$ cat src/rtl/mem_port_arbiter_pkg.sv
// Shared definitions for the two-requester memory port arbiter.
// Holds state encodings, requester IDs and default widths and latency.
package mem_port_arbiter_pkg;

  localparam int SA_WIDTH   = 8;
  localparam int D_WIDTH    = 32;
  localparam int ARB_RD_LAT = 2;

  localparam logic REQ_CPU  = 1'b0;
  localparam logic REQ_LOAD = 1'b1;

  typedef enum logic [1:0] {
    ARB_S_IDLE   = 2'd0,
    ARB_S_ACCESS = 2'd1,
    ARB_S_WAIT   = 2'd2,
    ARB_S_RESP   = 2'd3
  } arb_state_t;

endpackage

$ cat src/rtl/mem_port_arbiter_if.sv
// Requester and memory-side signal bundle for mem_port_arbiter.
// slave = arbiter view, master = requesters plus memory model view.
interface mem_port_arbiter_if
  import mem_port_arbiter_pkg::*;
#(
  parameter int AW = SA_WIDTH,
  parameter int DW = D_WIDTH
);

  logic [1:0]      Req;
  logic [1:0]      ReqRW;
  logic [2*AW-1:0] ReqAddr;
  logic [2*DW-1:0] ReqWData;
  logic [1:0]      Gnt;
  logic [1:0]      RValid;
  logic [DW-1:0]   RData;
  logic            Busy;
  logic [AW-1:0]   Mem_Addr;
  logic [DW-1:0]   Mem_WData;
  logic            Mem_RW;
  logic            Mem_En;
  logic [DW-1:0]   Mem_RData;

  modport slave (
    input  Req, ReqRW, ReqAddr, ReqWData, Mem_RData,
    output Gnt, RValid, RData, Busy, Mem_Addr, Mem_WData, Mem_RW, Mem_En
  );

  modport master (
    output Req, ReqRW, ReqAddr, ReqWData, Mem_RData,
    input  Gnt, RValid, RData, Busy, Mem_Addr, Mem_WData, Mem_RW, Mem_En
  );

endinterface

$ cat src/rtl/mem_port_arbiter_rr_pick2.sv
// Combinational two-way round-robin picker.
// With both requests active the prio requester wins, otherwise the lone requester.
module rr_pick2 (
  input  logic [1:0] req,
  input  logic       prio,
  output logic       valid,
  output logic       winner
);

  assign valid  = |req;
  assign winner = (&req) ? prio : req[1];

endmodule

$ cat src/rtl/mem_port_arbiter.sv
// Shares one memory port between the GPP path (0) and the loader/debug path (1).
// Round-robin grant, registered memory-side signals, fixed-latency read return.
module mem_port_arbiter
  import mem_port_arbiter_pkg::*;
#(
  parameter int AW     = SA_WIDTH,
  parameter int DW     = D_WIDTH,
  parameter int RD_LAT = ARB_RD_LAT  // legal range 1..4
) (
  input  logic              Clk,
  input  logic              Rst,
  mem_port_arbiter_if.slave bus
);

  localparam logic [1:0] LP_CNT_INIT = 2'(RD_LAT - 1);

  arb_state_t    r_state, w_state_next;
  logic          r_prio, w_prio_next;
  logic          r_winner, w_winner_next;
  logic          r_rw, w_rw_next;
  logic [AW-1:0] r_addr, w_addr_next;
  logic [DW-1:0] r_wdata, w_wdata_next;
  logic [DW-1:0] r_rdata, w_rdata_next;
  logic [1:0]    r_cnt, w_cnt_next;

  logic          w_pick_valid;
  logic          w_pick_winner;
  logic          w_sel_rw;
  logic [AW-1:0] w_sel_addr;
  logic [DW-1:0] w_sel_wdata;
  logic [1:0]    w_gnt;
  logic [1:0]    w_rvalid;

  rr_pick2 u_pick (
    .req    (bus.Req),
    .prio   (r_prio),
    .valid  (w_pick_valid),
    .winner (w_pick_winner)
  );

  assign w_sel_rw    = w_pick_winner ? bus.ReqRW[1] : bus.ReqRW[0];
  assign w_sel_addr  = w_pick_winner ? bus.ReqAddr[2*AW-1:AW] : bus.ReqAddr[AW-1:0];
  assign w_sel_wdata = w_pick_winner ? bus.ReqWData[2*DW-1:DW] : bus.ReqWData[DW-1:0];

  always_ff @(posedge Clk) begin
    if (Rst) begin
      r_state  <= ARB_S_IDLE;
      r_prio   <= REQ_CPU;
      r_winner <= REQ_CPU;
      r_rw     <= 1'b0;
      r_addr   <= '0;
      r_wdata  <= '0;
      r_rdata  <= '0;
      r_cnt    <= '0;
    end else begin
      r_state  <= w_state_next;
      r_prio   <= w_prio_next;
      r_winner <= w_winner_next;
      r_rw     <= w_rw_next;
      r_addr   <= w_addr_next;
      r_wdata  <= w_wdata_next;
      r_rdata  <= w_rdata_next;
      r_cnt    <= w_cnt_next;
    end
  end

  always_comb begin
    w_state_next  = r_state;
    w_prio_next   = r_prio;
    w_winner_next = r_winner;
    w_rw_next     = r_rw;
    w_addr_next   = r_addr;
    w_wdata_next  = r_wdata;
    w_rdata_next  = r_rdata;
    w_cnt_next    = r_cnt;
    case (r_state)
      // RESP arbitrates like IDLE so a re-armed request goes straight to ACCESS.
      ARB_S_IDLE, ARB_S_RESP: begin
        w_state_next = ARB_S_IDLE;
        if (w_pick_valid) begin
          w_winner_next = w_pick_winner;
          w_rw_next     = w_sel_rw;
          w_addr_next   = w_sel_addr;
          w_wdata_next  = w_sel_wdata;
          w_state_next  = ARB_S_ACCESS;
        end
      end
      ARB_S_ACCESS: begin
        w_prio_next = ~r_winner;
        if (r_rw) begin
          w_state_next = ARB_S_IDLE;
        end else begin
          w_cnt_next   = LP_CNT_INIT;
          w_state_next = ARB_S_WAIT;
        end
      end
      ARB_S_WAIT: begin
        if (r_cnt == 2'd0) begin
          w_rdata_next = bus.Mem_RData;
          w_state_next = ARB_S_RESP;
        end else begin
          w_cnt_next = r_cnt - 2'd1;
        end
      end
      default: w_state_next = ARB_S_IDLE;
    endcase
  end

  for (genvar gi = 0; gi < 2; gi++) begin : g_port
    assign w_gnt[gi]    = (r_state == ARB_S_ACCESS) && (r_winner == 1'(gi));
    assign w_rvalid[gi] = (r_state == ARB_S_RESP) && (r_winner == 1'(gi));
  end

  assign bus.Gnt       = w_gnt;
  assign bus.RValid    = w_rvalid;
  assign bus.RData     = r_rdata;
  assign bus.Busy      = (r_state != ARB_S_IDLE);
  assign bus.Mem_En    = (r_state == ARB_S_ACCESS);
  assign bus.Mem_Addr  = r_addr;
  assign bus.Mem_WData = r_wdata;
  assign bus.Mem_RW    = r_rw;

endmodule

$ cat src/flat_wrapper.sv
// flat-port wrapper written by rule: the top's interface ports become plain ports
module mem_port_arbiter_flat import mem_port_arbiter_pkg::*;
#(
  parameter int AW     = SA_WIDTH,
  parameter int DW     = D_WIDTH,
  parameter int RD_LAT = ARB_RD_LAT                     
)
  (Clk, Rst, bus_Req, bus_ReqRW, bus_ReqAddr, bus_ReqWData, bus_Mem_RData, bus_Gnt, bus_RValid, bus_RData, bus_Busy, bus_Mem_Addr, bus_Mem_WData, bus_Mem_RW, bus_Mem_En);
  mem_port_arbiter_if #(.AW(AW), .DW(DW)) bus_i ();
  input  logic Clk;
  input  logic Rst;
  input wire logic [$bits(bus_i.Req)-1:0] bus_Req;
  input wire logic [$bits(bus_i.ReqRW)-1:0] bus_ReqRW;
  input wire logic [$bits(bus_i.ReqAddr)-1:0] bus_ReqAddr;
  input wire logic [$bits(bus_i.ReqWData)-1:0] bus_ReqWData;
  input wire logic [$bits(bus_i.Mem_RData)-1:0] bus_Mem_RData;
  output wire logic [$bits(bus_i.Gnt)-1:0] bus_Gnt;
  output wire logic [$bits(bus_i.RValid)-1:0] bus_RValid;
  output wire logic [$bits(bus_i.RData)-1:0] bus_RData;
  output wire logic [$bits(bus_i.Busy)-1:0] bus_Busy;
  output wire logic [$bits(bus_i.Mem_Addr)-1:0] bus_Mem_Addr;
  output wire logic [$bits(bus_i.Mem_WData)-1:0] bus_Mem_WData;
  output wire logic [$bits(bus_i.Mem_RW)-1:0] bus_Mem_RW;
  output wire logic [$bits(bus_i.Mem_En)-1:0] bus_Mem_En;
  assign bus_i.Req = bus_Req;
  assign bus_i.ReqRW = bus_ReqRW;
  assign bus_i.ReqAddr = bus_ReqAddr;
  assign bus_i.ReqWData = bus_ReqWData;
  assign bus_i.Mem_RData = bus_Mem_RData;
  assign bus_Gnt = bus_i.Gnt;
  assign bus_RValid = bus_i.RValid;
  assign bus_RData = bus_i.RData;
  assign bus_Busy = bus_i.Busy;
  assign bus_Mem_Addr = bus_i.Mem_Addr;
  assign bus_Mem_WData = bus_i.Mem_WData;
  assign bus_Mem_RW = bus_i.Mem_RW;
  assign bus_Mem_En = bus_i.Mem_En;
  mem_port_arbiter #(.AW(AW), .DW(DW), .RD_LAT(RD_LAT)) u_core (.Clk(Clk), .Rst(Rst), .bus(bus_i));
endmodule
$ cat config.mk
export PLATFORM = sky130hd
export DESIGN_NAME = mem_port_arbiter_flat
export DESIGN_NICKNAME = d
export VERILOG_FILES = /design/src/rtl/mem_port_arbiter_pkg.sv /design/src/rtl/mem_port_arbiter_if.sv /design/src/rtl/mem_port_arbiter_rr_pick2.sv /design/src/rtl/mem_port_arbiter.sv /design/src/flat_wrapper.sv
export SDC_FILE = /design/constraint.sdc
export NUM_CORES = 1
export LEC_CHECK = 0
export CAP_MARGIN = 20
export CORE_MARGIN = 2
export CORE_UTILIZATION = 41
export CTS_CLUSTER_DIAMETER = 150
export CTS_CLUSTER_SIZE = 40
export DETAILED_ROUTE_END_ITERATION = 8
export HOLD_SLACK_MARGIN = 0.08
export PLACE_DENSITY = 0.93
export SLEW_MARGIN = 10
export SYNTH_ARGS = -nofsm -noshare
export SYNTH_HDL_FRONTEND = slang
export SYNTH_SLANG_ARGS = --single-unit
$ cat constraint.sdc
create_clock -name Clk -period 4.04 [get_ports Clk]
set_clock_uncertainty 0.2 [all_clocks]
set_input_delay 0.808 -clock Clk [delete_from_list [all_inputs] [get_ports Clk]]
set_output_delay 0.808 -clock Clk [all_outputs]
set_load 0.1 [all_outputs]
==> results of run 1 <==
[per-stage QoR]
stage | cells | power [mW]
4_1_cts | 701 | 2.47
5_1_grt | 702 | 2.56
3_5_place_dp | 685 | 1.82
6_report | 702 | 2.45
3_3_place_gp | 685 | 1.80
2_1_floorplan | 423 | 1.55
[sequential cells by signal, summed over array words and instances, names as in the netlist]
register              count
u_core.r_prio             1
u_core.bus.Mem_Addr       8
u_core.r_cnt              2
u_core.bus.Mem_WData     32
u_core.bus.RData         32
u_core.r_state            2
u_core.bus.Mem_RW         1
u_core.r_winner           1
[cell type report]
type / instances / area share
repair buffers: 201 / 0.362
well taps: 105 / 0.0237
multi-input cells: 293 / 0.284
clock inverters: 6 / 0.0167
clock buffers: 10 / 0.0230
flip-flops and latches: 79 / 0.285
inverters: 8 / 0.00541
[cells in the mapped netlist, drive strengths merged]
| master | n | area, sq um |
|---|---|---|
| a211oi | 1 | 7.51 |
| a21boi | 1 | 7.51 |
| a21oi | 34 | 170 |
| a221oi | 1 | 8.76 |
| a311oi | 42 | 368 |
| a31o | 1 | 8.76 |
| a32oi | 1 | 8.76 |
| and2 | 3 | 18.8 |
| and2b | 1 | 8.76 |
| buf | 22 | 126 |
| clkbuf | 21 | 83.8 |
| dfxtp | 79 | 1580 |
| ha | 6 | 75.1 |
| inv | 8 | 30.0 |
| mux2 | 1 | 11.3 |
| nand2 | 65 | 244 |
| nand2b | 1 | 6.26 |
| nand3 | 41 | 205 |
| nor2 | 45 | 169 |
| nor2b | 3 | 18.8 |
| nor3 | 1 | 5.00 |
| nor4bb | 1 | 10.0 |
| o21ai | 42 | 210 |
| o21ba | 1 | 10.0 |
| o21bai | 1 | 7.51 |
[power by group]
group / leakage (nW) / switching, mW / total [mW] / internal, mW
registers: 0.648 / 0.0377 / 0.881 / 0.843
clock network: 0.104 / 0.295 / 0.648 / 0.353
logic: 1.20 / 0.650 / 0.924 / 0.274
[routing by layer]
layer	share of wire	up-vias
met3	0.094	21
met1	0.39	1727
li1	-	1828
met2	0.50	173
met4	0.023	0
met5	0	-
[worst max-delay path, stage by stage, from the launching register on]
cell and delay [ns]:
dfxtp_1 0.39, inv_1 0.10, ha_1 0.20, inv_1 0.05, clkdlybuf4s50_1 1.14
[worst max-delay path by stage]
stage,start,to,cells past startpoint
after CTS,u_core.r_state[0],bus_Busy,4
after floorplan,u_core.r_state[1],bus_Gnt[0],3
after global placement,bus_Req[1],u_core.bus.Mem_WData[22],4
final,u_core.r_state[0],bus_Busy,4
after global routing,u_core.r_state[0],bus_RValid[0],3
after detailed placement,bus_Req[1],u_core.bus.Mem_WData[8],4
[kinds of logic (layout without fill, tap and decap cells)]
kind of cell	count (synthesis)	after routing	synth area share
muxes	1	1	0.00331
buffers and inverters	51	225	0.0706
AOI/OAI and AO/OA	125	125	0.237
and+or+nand+nor	161	161	0.202
adders and majority gates	6	6	0.0221
DFF	79	79	0.465
==> flow_metrics.env, run 1 <==
export IMPL_synth_area_sq_mm=0.00340
export IMPL_arrival_ns=2.22
export IMPL_grt_setup_unrepaired="no"
export IMPL_area_growth_pct=63.2
export IMPL_holdWs_ns=0.256
export IMPL_clk_latency_ns=0.33
export IMPL_drive_gt1_frac=0.0452
export IMPL_ioPinCount=197
export IMPL_cts_tree="yes"
export IMPL_drc=0
export IMPL_grt_use_total=0.229
export IMPL_tightest_slew_ns=1.09
export IMPL_die_x_um=95.1
export IMPL_cts_root_buf="clkbuf_8"
export IMPL_fin_util=0.683
export IMPL_grt_pass1_vias=3568
export IMPL_fp_row_count=33
export IMPL_fmax_mhz=310
export IMPL_drt_iter0_markers=111
export IMPL_numCtsBuffers=9
export IMPL_grt_max_degree=83
export IMPL_synth_cells=423
export IMPL_core_area_sq_mm=0.00813
export IMPL_r2r_start="u_core.r_state[0]"
export IMPL_hold_path_end="u_core.bus.RData[10]"
export IMPL_start_util=0.418
export IMPL_grt_util_met3=0.0711
export IMPL_mostFrequentLayoutCell="clkdlybuf4s50_1"
export IMPL_maxCapViolCount=0
export IMPL_period_share=0.798
export IMPL_diodes=0
export IMPL_die_area_sq_mm=0.00904
export IMPL_layout_common_cells="193 x clkdlybuf4s50_1, 79 x dfxtp_1, 65 x nand2_1"
export IMPL_gr_usage_met2=0.407
export IMPL_critPathKind="register to output port"
export IMPL_hold_path_class="register to register"
export IMPL_htreeDepth=3
export IMPL_top_usage_layer="met2"
export IMPL_finalWorstSetupSlack_ns=0.817
export IMPL_holdPathStages=2
export IMPL_port_buffer_count=196
export IMPL_dr_pass1_iters=5
export IMPL_post_place_ws_ns=0.839
export IMPL_use_met1=0.246
export IMPL_critPathMaxFanout=4
export IMPL_num_vias=3749
export IMPL_cts_hold_buffers=0
export IMPL_wl_per_cell_um=15.3
export IMPL_wirelength_mm=10.8
export IMPL_p_leak_nw=1.95
export IMPL_grt_first_pass_wirelength_mm=16.3
export IMPL_outcome="complete, no violations"
export IMPL_worst_setup_path_start_kind="register"
export IMPL_r2r_cells=6
export IMPL_required_ns=3.03
export IMPL_end_kind="output port"
export IMPL_hpwl_mm=7.54
export IMPL_grt_overflow=0
export IMPL_slew_headroom=0.270
export IMPL_fin_tns_setup_ns=0
export IMPL_grt_antenna_before_repair=0
export IMPL_final_area_sq_mm=0.00555
export IMPL_gp_congestion=0.775
export IMPL_ys_seq_area_frac=0.465
export IMPL_postCtsSetupRepairBufs=0
export IMPL_ant_nets=0
export IMPL_yosys_warnings=0
export IMPL_nNetsFinal=716
export IMPL_fill_cells=632
export IMPL_clk_pin_slew_ns=0.07
export IMPL_seqCellArea_sq_mm=0.00158
export IMPL_syn_avg_cell_area_sq_um=8.04
export IMPL_fin_crit_ns=3.22
export IMPL_viasPerCell=5.34
export IMPL_cts_resized=0
export IMPL_clock_path_buffers=2
export IMPL_hold_start="u_core.bus.RData[10]"
export IMPL_drv_slew=0
export IMPL_setup_viol_count_final=0
export IMPL_p_per_area_mw_per_mm2=442
export IMPL_cts_sinks=79
export IMPL_irDropWorstVdd_uv=195
export IMPL_synth_fp_nets=547
export IMPL_hold_viol=0
export IMPL_chipHeight_um=95.1
export IMPL_worstReg2RegEnd="u_core.bus.Mem_WData[8]"
export IMPL_yosysUniqueCellTypes=29
export IMPL_multi_input_area_sq_mm=0.00158
export IMPL_synth_seq_cells=79
export IMPL_reg2reg_slack_ns=1.53
export IMPL_postPlaceCellArea_sq_mm=0.00532
(Power assumes the default switching activity.)
==> run 2, diff against run 1 <==
Settings changed: CORE_UTILIZATION 41 to 38, PLACE_DENSITY 0.93 to 0.87.
Clock period 4.04 ns to 3.27 ns, I/O delays scaled along.
==> flow_metrics.env, run 2 (same netlist as run 1, synthesis figures left out) <==
export IMPL_fin_crit_ns=2.40
export IMPL_reg2reg_slack_ns=0.93
export IMPL_grt_first_pass_wirelength_mm=16.2
export IMPL_ant_nets=0
export IMPL_crit_buf_inv=2
export IMPL_start_util=0.390
export IMPL_r2r_cells=6
export IMPL_hold_path_class="register to register"
export IMPL_multi_input_area_sq_mm=0.00158
export IMPL_maxCapViolCount=0
export IMPL_setup_viol_count_final=0
export IMPL_tightest_slew_ns=0.862
export IMPL_fmax_mhz=417
export IMPL_cts_root_buf="clkbuf_8"
export IMPL_end_kind="output port"
export IMPL_slowest_stage="dfxtp_1"
export IMPL_wirelength_mm=10.3
export IMPL_intPower_mw=1.96
export IMPL_num_vias=3745
export IMPL_diodes=0
export IMPL_ioPinCount=197
export IMPL_area_growth_pct=60.8
export IMPL_fp_row_count=34
export IMPL_cts_sinks=79
export IMPL_clk_latency_ns=0.34
export IMPL_period_share=0.733
export IMPL_drc=0
export IMPL_critPathTopFamily="buffers and inverters"
export IMPL_htreeDepth=3
export IMPL_core_area_sq_mm=0.00872
export IMPL_p_leak_nw=2.15
export IMPL_grt_max_degree=47
export IMPL_final_area_sq_mm=0.00547
export IMPL_grt_pass1_vias=3471
export IMPL_fin_tns_setup_ns=0
export IMPL_wl_per_cell_um=14.6
export IMPL_outcome="complete, no violations"
export IMPL_cts_resized=0
export IMPL_slew_headroom=0.426
export IMPL_die_area_sq_mm=0.00972
export IMPL_layout_common_cells="116 x clkdlybuf4s50_1, 84 x buf_4, 79 x dfxtp_1"
export IMPL_worst_setup_path_start_kind="register"
export IMPL_irDropWorstVdd_uv=275
export IMPL_hpwl_mm=7.56
export IMPL_hold_viol=0
export IMPL_dr_pass1_iters=4
export IMPL_sw_frac_of_total=0.383
export IMPL_viasPerCell=5.28
export IMPL_seqCellArea_sq_mm=0.00158
export IMPL_chipHeight_um=98.6
export IMPL_fill_cells=744
export IMPL_nNetsFinal=720
export IMPL_pwr_share_clk=0.300
export IMPL_grt_antenna_before_repair=0
export IMPL_p_per_area_mw_per_mm2=580
export IMPL_cts_hold_buffers=0
export IMPL_pwr_share_seq=0.343
export IMPL_slowest_delay_ns=0.35
export IMPL_drv_slew=0
export IMPL_path_depth=4
export IMPL_grt_use_total=0.204
export IMPL_clock_path_buffers=2
export IMPL_grt_overflow=0
export IMPL_port_buffer_count=196
export IMPL_p_sw_mw=1.21
export IMPL_critPathMaxFanout=5
export IMPL_die_x_um=98.6
export IMPL_required_ns=2.42
export IMPL_drt_iter0_markers=138
export IMPL_grt_setup_unrepaired="no"
export IMPL_arrival_ns=1.54
export IMPL_holdPathStages=2
export IMPL_combPwrFrac=0.357
export IMPL_numCtsBuffers=9
export IMPL_clk_pin_slew_ns=0.08
export IMPL_path_cells="inv_1 > ha_1 > and2_1 > buf_4"
export IMPL_critPathKind="register to output port"
export IMPL_postCtsSetupRepairBufs=0
export IMPL_mostFrequentLayoutCell="clkdlybuf4s50_1"
export IMPL_drive_gt1_frac=0.181
export IMPL_postPlaceCellArea_sq_mm=0.00520
export IMPL_gp_congestion=0.821
export IMPL_cts_tree="yes"
## run 2: cell types whose count changed in the layout (fill, tap and decap cells not counted), sizes merged
cell	delta
buf	+81
clkinvlp	-2
clkdlybuf4s50	-77
bufinv	+2
clkinv	+1
clkbuf	-1
## run 2: worst reg2reg max path, delay by kind of cell, from the launching register on
kind                     cells  cell delay [ns]
buffers and inverters        2             0.35
adder cells (fa/ha/maj)      1             0.39
AO/OA/AOI/OAI                2             0.84
flip-flops                   1             0.40
AND/OR/NAND/NOR              1             0.07
## run 2: worst paths after layout
check,start,endpoint
max,u_core.r_state[1],bus_Gnt[1]
min reg2reg,u_core.bus.RData[12],u_core.bus.RData[12]
max reg2reg,u_core.r_state[0],u_core.bus.Mem_WData[22]
min,u_core.bus.RData[12],u_core.bus.RData[12]
## run 2: per-stage QoR
stage	util	std cells	hold WS [ns]	power, mW	setup WS, ns
2_1_floorplan	-	423	0.249	1.91	0.463
3_3_place_gp	0.597	693	0.242	2.23	0.684
3_5_place_dp	0.597	693	0.248	2.25	0.653
4_1_cts	0.627	709	0.260	3.20	0.845
5_1_grt	0.627	709	0.282	3.30	0.718
6_report	0.627	709	0.257	3.17	0.873
## run 2: final cells by class
class                   instances  share of cell area
well taps                     108              0.0247
multi-input cells             293               0.289
clock inverters                 7              0.0261
clock buffers                   9              0.0226
repair buffers                205               0.343
inverters                       8             0.00549
flip-flops and latches         79               0.289
## run 2: power by group through the flow
stage          Sequential (mW)  Combinational (mW)  Clock (mW)
6_report                  1.09                1.13       0.950
5_1_grt                   1.10                1.18        1.02
4_1_cts                   1.09                1.14       0.976
3_5_place_dp              1.11                1.13           0
3_3_place_gp              1.11                1.12           0
2_1_floorplan             1.63               0.287           0
## run 2: per-layer routing
layer	up-vias	wire length (um)	track usage
li1	1838	-	-
met1	1702	4210	0.248
met2	185	4990	0.346
met3	20	910	0.0511
met4	0	229	0.0811
met5	-	0	0
==> run 3, diff against run 2 <==
Clock period 3.27 ns to 2.36 ns, I/O delays scaled along.
==> flow_metrics.env, run 3 (same netlist as run 1, synthesis figures left out) <==
export IMPL_numCtsBuffers=9
export IMPL_cts_root_buf="clkbuf_8"
export IMPL_wl_per_cell_um=14.7
export IMPL_post_place_ws_ns=0.158
export IMPL_clock_path_buffers=2
export IMPL_grt_setup_unrepaired="no"
export IMPL_fin_crit_ns=2.16
export IMPL_fp_row_count=34
export IMPL_p_leak_nw=2.14
export IMPL_grt_antenna_before_repair=0
export IMPL_viasPerCell=5.26
export IMPL_chipHeight_um=98.6
export IMPL_grt_pass1_vias=3612
export IMPL_cts_tree="yes"
export IMPL_outcome="complete, no violations"
export IMPL_clk_pin_slew_ns=0.09
export IMPL_arrival_ns=2.19
export IMPL_slew_headroom=0.702
export IMPL_postPlaceCellArea_sq_mm=0.00532
export IMPL_critPathMaxFanout=40
export IMPL_cts_resized=0
export IMPL_drt_iter0_markers=98
export IMPL_cts_sinks=79
export IMPL_drc=0
export IMPL_hold_viol=0
export IMPL_dr_pass1_iters=4
export IMPL_diodes=0
export IMPL_end_kind="register"
export IMPL_fin_tns_setup_ns=0
export IMPL_dp_cells=696
export IMPL_gp_congestion=0.809
export IMPL_grt_max_degree=43
export IMPL_grt_first_pass_wirelength_mm=16.6
export IMPL_setup_viol_count_final=0
export IMPL_grt_overflow=0
export IMPL_worst_setup_path_start_kind="register"
export IMPL_clk_latency_ns=0.33
export IMPL_num_vias=3748
export IMPL_irDropWorstVdd_uv=402
export IMPL_postCtsSetupRepairBufs=0
export IMPL_final_instance_count_excl_fill=712
export IMPL_wirelength_mm=10.5
export IMPL_hpwl_mm=7.70
export IMPL_tightest_slew_ns=0.443
export IMPL_htreeDepth=3
export IMPL_start_util=0.390
export IMPL_die_area_sq_mm=0.00972
export IMPL_drv_slew=0
export IMPL_p_per_area_mw_per_mm2=731
export IMPL_layout_common_cells="116 x clkdlybuf4s50_1, 80 x buf_4, 79 x dfxtp_1"
export IMPL_die_x_um=98.6
export IMPL_ioPinCount=197
export IMPL_ant_nets=0
export IMPL_critPathKind="register to register"
export IMPL_core_area_sq_mm=0.00872
export IMPL_hold_path_class="register to register"
export IMPL_mostFrequentLayoutCell="clkdlybuf4s50_1"
export IMPL_period_share=0.915
export IMPL_required_ns=2.39
export IMPL_maxCapViolCount=0
export IMPL_finalWorstSetupSlack_ns=0.201
export IMPL_area_growth_pct=61.6
export IMPL_power_total_mw=4.02
export IMPL_port_buffer_count=196
export IMPL_cts_hold_buffers=0
export IMPL_grt_use_total=0.208
export IMPL_fmax_mhz=463
export IMPL_final_area_sq_mm=0.00550
export IMPL_nNetsFinal=723
export IMPL_drive_gt1_frac=0.189
## run 3: cell type report
cell class	count	area, sq um
clock inverters	7	53.8
inverters	8	30.0
fillers	748	3230
clock buffers	9	124
multi-input cells	293	1580
repair buffers	208	1990
well taps	108	135
flip-flops and latches	79	1580
## run 3: where the power goes
part	internal, mW	switching (mW)	total, mW
logic	0.482	1.12	1.60
registers	1.44	0.0687	1.51
clock network	0.391	0.514	0.905
## run 3: through the flow
| stage | util | hold WS [ns] |
|---|---|---|
| floorplan | - | 0.249 |
| global placement | 0.610 | 0.242 |
| detailed placement | 0.610 | 0.248 |
| CTS | 0.630 | 0.259 |
| global route | 0.630 | 0.280 |
| finish | 0.630 | 0.255 |
## run 3: routing by layer
layer | global-route usage | vias up | routed length (um)
met2 | 0.354 | 188 | 5060
met4 | 0.0948 | 0 | 209
met5 | 0 | - | 0
met3 | 0.0582 | 14 | 964
li1 | - | 1836 | -
met1 | 0.244 | 1710 | 4220
## run 3: critical path: stages (launching register included)
cell	delay (ns)
dfxtp_1	0.41
inv_1	0.10
ha_1	0.39
o21ba_2	0.38
buf_12	0.22
nor2_1	0.06
a311oi_1	0.29
## run 3: path summary, 6_finish.rpt
| kind | cells after the start | slack (ns) | to | from |
|---|---|---|---|---|
| min reg2reg | 2 | 0.25 | u_core.bus.RData[17] | u_core.bus.RData[17] |
| max reg2reg | 6 | 0.20 | u_core.bus.Mem_Addr[1] | u_core.r_state[0] |
| max | 6 | 0.20 | u_core.bus.Mem_Addr[1] | u_core.r_state[0] |
| min | 2 | 0.25 | u_core.bus.RData[17] | u_core.bus.RData[17] |
==> RTL change 1, RTL diff (settings of run 2) <==
`r_addr`, `r_wdata` and `r_rdata` no longer have a reset.
--- a/src/rtl/mem_port_arbiter.sv
+++ b/src/rtl/mem_port_arbiter.sv
@@ -50,5 +50,2 @@
       r_rw     <= 1'b0;
-      r_addr   <= '0;
-      r_wdata  <= '0;
-      r_rdata  <= '0;
       r_cnt    <= '0;
@@ -59,7 +56,10 @@
       r_rw     <= w_rw_next;
-      r_addr   <= w_addr_next;
-      r_wdata  <= w_wdata_next;
-      r_rdata  <= w_rdata_next;
       r_cnt    <= w_cnt_next;
     end
+  end
+
+  always_ff @(posedge Clk) begin
+    r_addr  <= w_addr_next;
+    r_wdata <= w_wdata_next;
+    r_rdata <= w_rdata_next;
   end
Function: changed (a bounded check fails within 4 cycles, from zero or initial values and one cycle with Rst high).
==> RTL change 1 against run 2 <==
- sequential share of layout area is 14 points higher
- routed wire length is 24% lower
- area after synthesis is 4.0% lower
- worst setup slack better by 55 ps
- power is 7.7% lower
- sequential cell count stayed put
- count of clock-buffer cells in the layout is 2 higher
- final area is 2.4% lower
- largest cell class is now sequential cells
==> RTL change 1: results (changes against run 2) <==
timing:
  tightest_slew_ps: 507  # -354 ps
  hold_slack_ps: 298  # +40.4 ps
  drv_slew: 0  # unchanged
layout:
  diodes: 0  # unchanged
  finalNetCount: 497  # -31%
  layout-drive-gt1-share: 0.378  # +0.197
  fillers: 617  # -17%
logic_synthesis:
  yosysWarnings: 0  # unchanged
  async_flop_share: 0  # unchanged
  synth-main-ff-cell: "edfxtp_1"
  synth_nets: 292  # -47%
  synth_edf_count: 72  # +72
  synthCells: 168  # -60%
  yosysUniqueCellTypes: 27  # -6.9%
  synth_seq_area_share: 0.705  # +0.240
  synth_area_leaders: "edfxtp_1 66%, mux2_4 18%, dfxtp_1 4.3%, ha_1 2.3%, buf_6 1.4%"
  synthTopCellsByCount: "72 x edfxtp_1, 40 x mux2_4, 10 x inv_1, 7 x dfxtp_1, 6 x ha_1"
critical_path:
  rr_worst_depth: 5  # -1
  rrSetupSlack_ps: 1070  # +140 ps
  critical_path_arrival_ps: 1490  # -50 ps
  crit_path_max_fanout: 5  # unchanged
routing:
  wl_per_cell_microns: 16.4  # +12%
  vias: 2177  # -42%
  drt_pre_antenna_iters: 4  # unchanged
  vias_per_cell: 4.51  # -15%
  drc: 0  # unchanged
  drt_iter0_drc: 41  # -70%
hold_path:
  hold_class: "flip-flop to flip-flop"
  hold_path_depth: 2  # unchanged
clock_tree:
  htreeDepth: 3  # unchanged
  clkSlewWorstSetupHoldPaths_ps: 80  # about the same
  cts_buffers: 9  # unchanged
  postCtsResizedCells: 0  # unchanged
  root_buffer: "clkbuf_8"
  clock_path_buffers: 2  # unchanged
  clock_latency_ps: 340  # about the same
  cts_setup_buffers: 0  # unchanged
power_and_ir_drop:
  ir_drop_uv: 251  # -8.7%
  p_leak_nw: 2.20  # +2.1%
status:
  status: "completed"
global_routing:
  antenna_found_initial: 0  # unchanged
  grt_pass1_wl_microns: 11900  # -27%
  grt_pass1_vias: 2303  # -34%
  grt_max_degree: 41  # -13%
  grtUsageTotal: 0.166  # -0.0379
placed_design:
  placed_cells: 467  # -33%
  post_dp_cell_area_sq_mm: 0.00515  # -1.1%
  portBuffers: 196  # unchanged
  globalplace.congestion: 0.742  # -9.6%
  hpwl_microns: 6140  # -19%
[RTL change 1: report_power, final]
group	internal (mW)	switching, mW
Combinational	0.310	0.683
Sequential	1.20	0.0268
Clock	0.353	0.352
Total	1.86	1.06
[RTL change 1: area by class of cell]
class	instances	area [sq um]	area share
clock buffer	11	131	0.0246
clock inverter	5	58.8	0.0110
inverter	10	37.5	0.00703
multi-input combinational	74	877	0.164
sequential	79	2300	0.431
tap	105	131	0.0246
timing repair buffer	199	1800	0.337
[RTL change 1: kinds of logic after synthesis]
kind of cell    Yosys count  synth area share
flops                    79             0.705
mux                      41             0.187
buf+inv                  15            0.0264
simple gates             14            0.0261
compound gates           13            0.0322
fa+ha+maj                 6            0.0230
[RTL change 1: routing by layer]
layer / share of wire / GRT usage
met4: 0.021 / 0.0704
met5: 0 / 0
met3: 0.090 / 0.0629
met1: 0.35 / 0.167
met2: 0.54 / 0.304
[RTL change 1: path summary, 6_finish.rpt]
| kind | startpoint | end |
|---|---|---|
| setup / recovery | u_core.r_state[1]$_SDFFE_PP0P_ | bus_Gnt[1] |
| hold / removal | u_core.r_prio$_SDFFE_PP0N_ | u_core.r_prio$_SDFFE_PP0N_ |
| setup reg to reg | u_core.r_state[0]$_SDFFE_PP0P_ | u_core.bus.Mem_WData[23]$_DFFE_PP_ |
| hold reg to reg | u_core.r_prio$_SDFFE_PP0N_ | u_core.r_prio$_SDFFE_PP0N_ |
[RTL change 1: stage by stage]
stage               power, mW  utilization  worst slack (ps)
floorplan                1.96            -               439
global placement         2.24        0.623               656
detailed placement       2.25        0.623               618
CTS                      2.96        0.646               879
global route             3.04        0.646               793
finish                   2.93        0.646               927
[RTL change 1: worst max-delay path, stage by stage, from the launching register on]
cell	delay (ps)
dfxtp_1	340
inv_1	100
ha_1	240
and2_1	180
buf_4	300
==> RTL change 2, RTL diff (flow settings as in run 2) <==
Made on the original files. `D_WIDTH`: 32 -> 24.
--- a/src/rtl/mem_port_arbiter_pkg.sv
+++ b/src/rtl/mem_port_arbiter_pkg.sv
@@ -5,3 +5,3 @@
   localparam int SA_WIDTH   = 8;
-  localparam int D_WIDTH    = 32;
+  localparam int D_WIDTH    = 24;
   localparam int ARB_RD_LAT = 2;
Interface: changed (resized bus_Mem_RData, bus_Mem_WData, bus_RData and bus_ReqWData); port bits go from 197 to 157. No check against the original RTL was run, so the function may have changed too.
==> RTL change 2 against run 2 <==
- area after synthesis shrank 17%
- worst setup slack gained 48 ps
- synthesized cell count shrank 19%
- critical path depth is the same
- power shrank 22%
- sequential cell count shrank 16
- final area shrank 18%
- routed wire length shrank 17%
- sequential share of layout area shrank 0.67 points
==> RTL change 2: results (changes against run 2) <==
routing:
  wl_per_cell_microns: 14.6  # +0.33%
  wirelength_microns: 8620  # -17%
  drt_iter0_drc: 110  # -20%
  vias_per_cell: 5.15  # -2.5%
  drt_pre_antenna_iters: 4  # unchanged
clock_tree:
  cts_setup_buffers: 0  # unchanged
  clock_latency_ps: 330
  clock_path_buffers: 2  # unchanged
  htreeDepth: 3  # unchanged
  clkSlewWorstSetupHoldPaths_ps: 70
  postCtsResizedCells: 0  # unchanged
  cts_buffers: 9  # unchanged
  root_buffer: "clkbuf_8"
layout:
  layout-drive-gt1-share: 0.206  # +0.0248
  finalNetCount: 585  # -19%
  diodes: 0  # unchanged
  fillers: 666  # -10%
global_routing:
  grt_pass1_vias: 3032  # -13%
  grt_pass1_wl_microns: 14500  # -11%
  grt_max_degree: 37  # -21%
  antenna_found_initial: 0  # unchanged
  grtUsageTotal: 0.217  # +0.0137
critical_path:
  critical_path_arrival_ps: 1500  # -40 ps
  crit_path_max_fanout: 5  # unchanged
placed_design:
  placed_cells: 573  # -17%
  globalplace.congestion: 0.789  # -3.9%
  portBuffers: 156  # -20%
  place_ws_ps: 674  # +20.6 ps
  hpwl_microns: 6390  # -15%
  post_dp_cell_area_sq_mm: 0.00427  # -18%
logic_synthesis:
  synth_seq_area_share: 0.444  # -0.0208
  synth.avg_cell_area_sq_um: 8.33  # +3.6%
  yosysUniqueCellTypes: 29  # unchanged
  async_flop_share: 0  # unchanged
  synth_area_leaders: "dfxtp_1 44%, a311oi_1 7.4%, nand2_1 6.5%, nand3_1 5.8%, a311oi_2 5.3%"
  yosysWarnings: 0  # unchanged
  synth_nets: 441  # -19%
  synthTopCellsByCount: "63 x dfxtp_1, 49 x nand2_1, 37 x nor2_1, 33 x nand3_1, 29 x o21ai_0"
timing:
  timing.final.crit_share: 0.719  # -0.0145
  tightest_slew_ps: 819  # -42.6 ps
hold_path:
  hold_class: "flip-flop to flip-flop"
power_and_ir_drop:
  ir_drop_uv: 259  # -5.8%
  p_leak_nw: 1.75  # -19%
status:
  status: "completed"
floorplanning:
  dieArea_sq_mm: 0.00818  # -16%
==> RTL change 2: changes by cell type in the layout (fill, tap and decap cells not counted), sizes merged, moves of 8 or more <==
cell           change
clkdlybuf4s50     -24
dfxtp             -16
nand2             -16
buf               -15
a21oi              -8
a311oi             -8
nand3              -8
nor2               -8
o21ai              -8
==> RTL change 2: cell type report <==
class	count	area [sq um]	share of cell area
inverter	8	30.0	0.00673
tap	99	124	0.0277
timing repair buffer	166	1500	0.336
multi-input combinational	237	1360	0.305
clock buffer	12	145	0.0325
sequential	63	1260	0.283
clock inverter	4	45.0	0.0101
==> RTL change 2: path summary, 6_finish.rpt <==
kind	startpoint	end	slack (ps)	depth (start not counted)
setup reg to reg	u_core.r_state[0]$_SDFFE_PP0P_	u_core.bus.Mem_WData[2]$_SDFFE_PP0P_	930	6
hold reg to reg	u_core.bus.RData[0]$_SDFFE_PP0P_	u_core.bus.RData[0]$_SDFFE_PP0P_	260	2
setup / recovery	u_core.r_state[1]$_SDFFE_PP0P_	bus_Gnt[1]	920	4
hold / removal	u_core.bus.RData[0]$_SDFFE_PP0P_	u_core.bus.RData[0]$_SDFFE_PP0P_	260	2
==> RTL change 2: worst max-delay path, cell delays in order (launching register included) <==
cell and delay [ps]:
dfxtp_1 330, inv_1 110, ha_1 240, and2_1 190
buf_4 300
==> RTL change 2: kinds of logic after synthesis <==
kind of cell    Yosys count  share of synthesized area
simple gates            129                      0.195
buf+inv                  41                     0.0767
mux                       1                    0.00397
flops                    63                      0.444
compound gates          101                      0.253
fa+ha+maj                 6                     0.0264
==> RTL change 2: power breakdown <==
part	internal (mW)	leakage, nW	switching [mW]
registers	0.833	0.517	0.0393
clock network	0.370	0.100	0.286
logic	0.275	1.13	0.666
total	1.48	1.75	0.991
==> RTL change 2: per-stage QoR <==
step | power [mW] | util
6_report | 2.47 | 0.615
5_1_grt | 2.57 | 0.615
4_1_cts | 2.49 | 0.615
3_5_place_dp | 1.83 | 0.589
2_1_floorplan | 1.57 | -
3_3_place_gp | 1.81 | 0.589
==> RTL change 2: routing by layer <==
layer	up-vias	share of wire	global-route usage
li1	1495	-	-
met2	113	0.50	0.375
met3	20	0.051	0.0442
met5	-	0	0
met1	1404	0.42	0.263
met4	0	0.026	0.0923
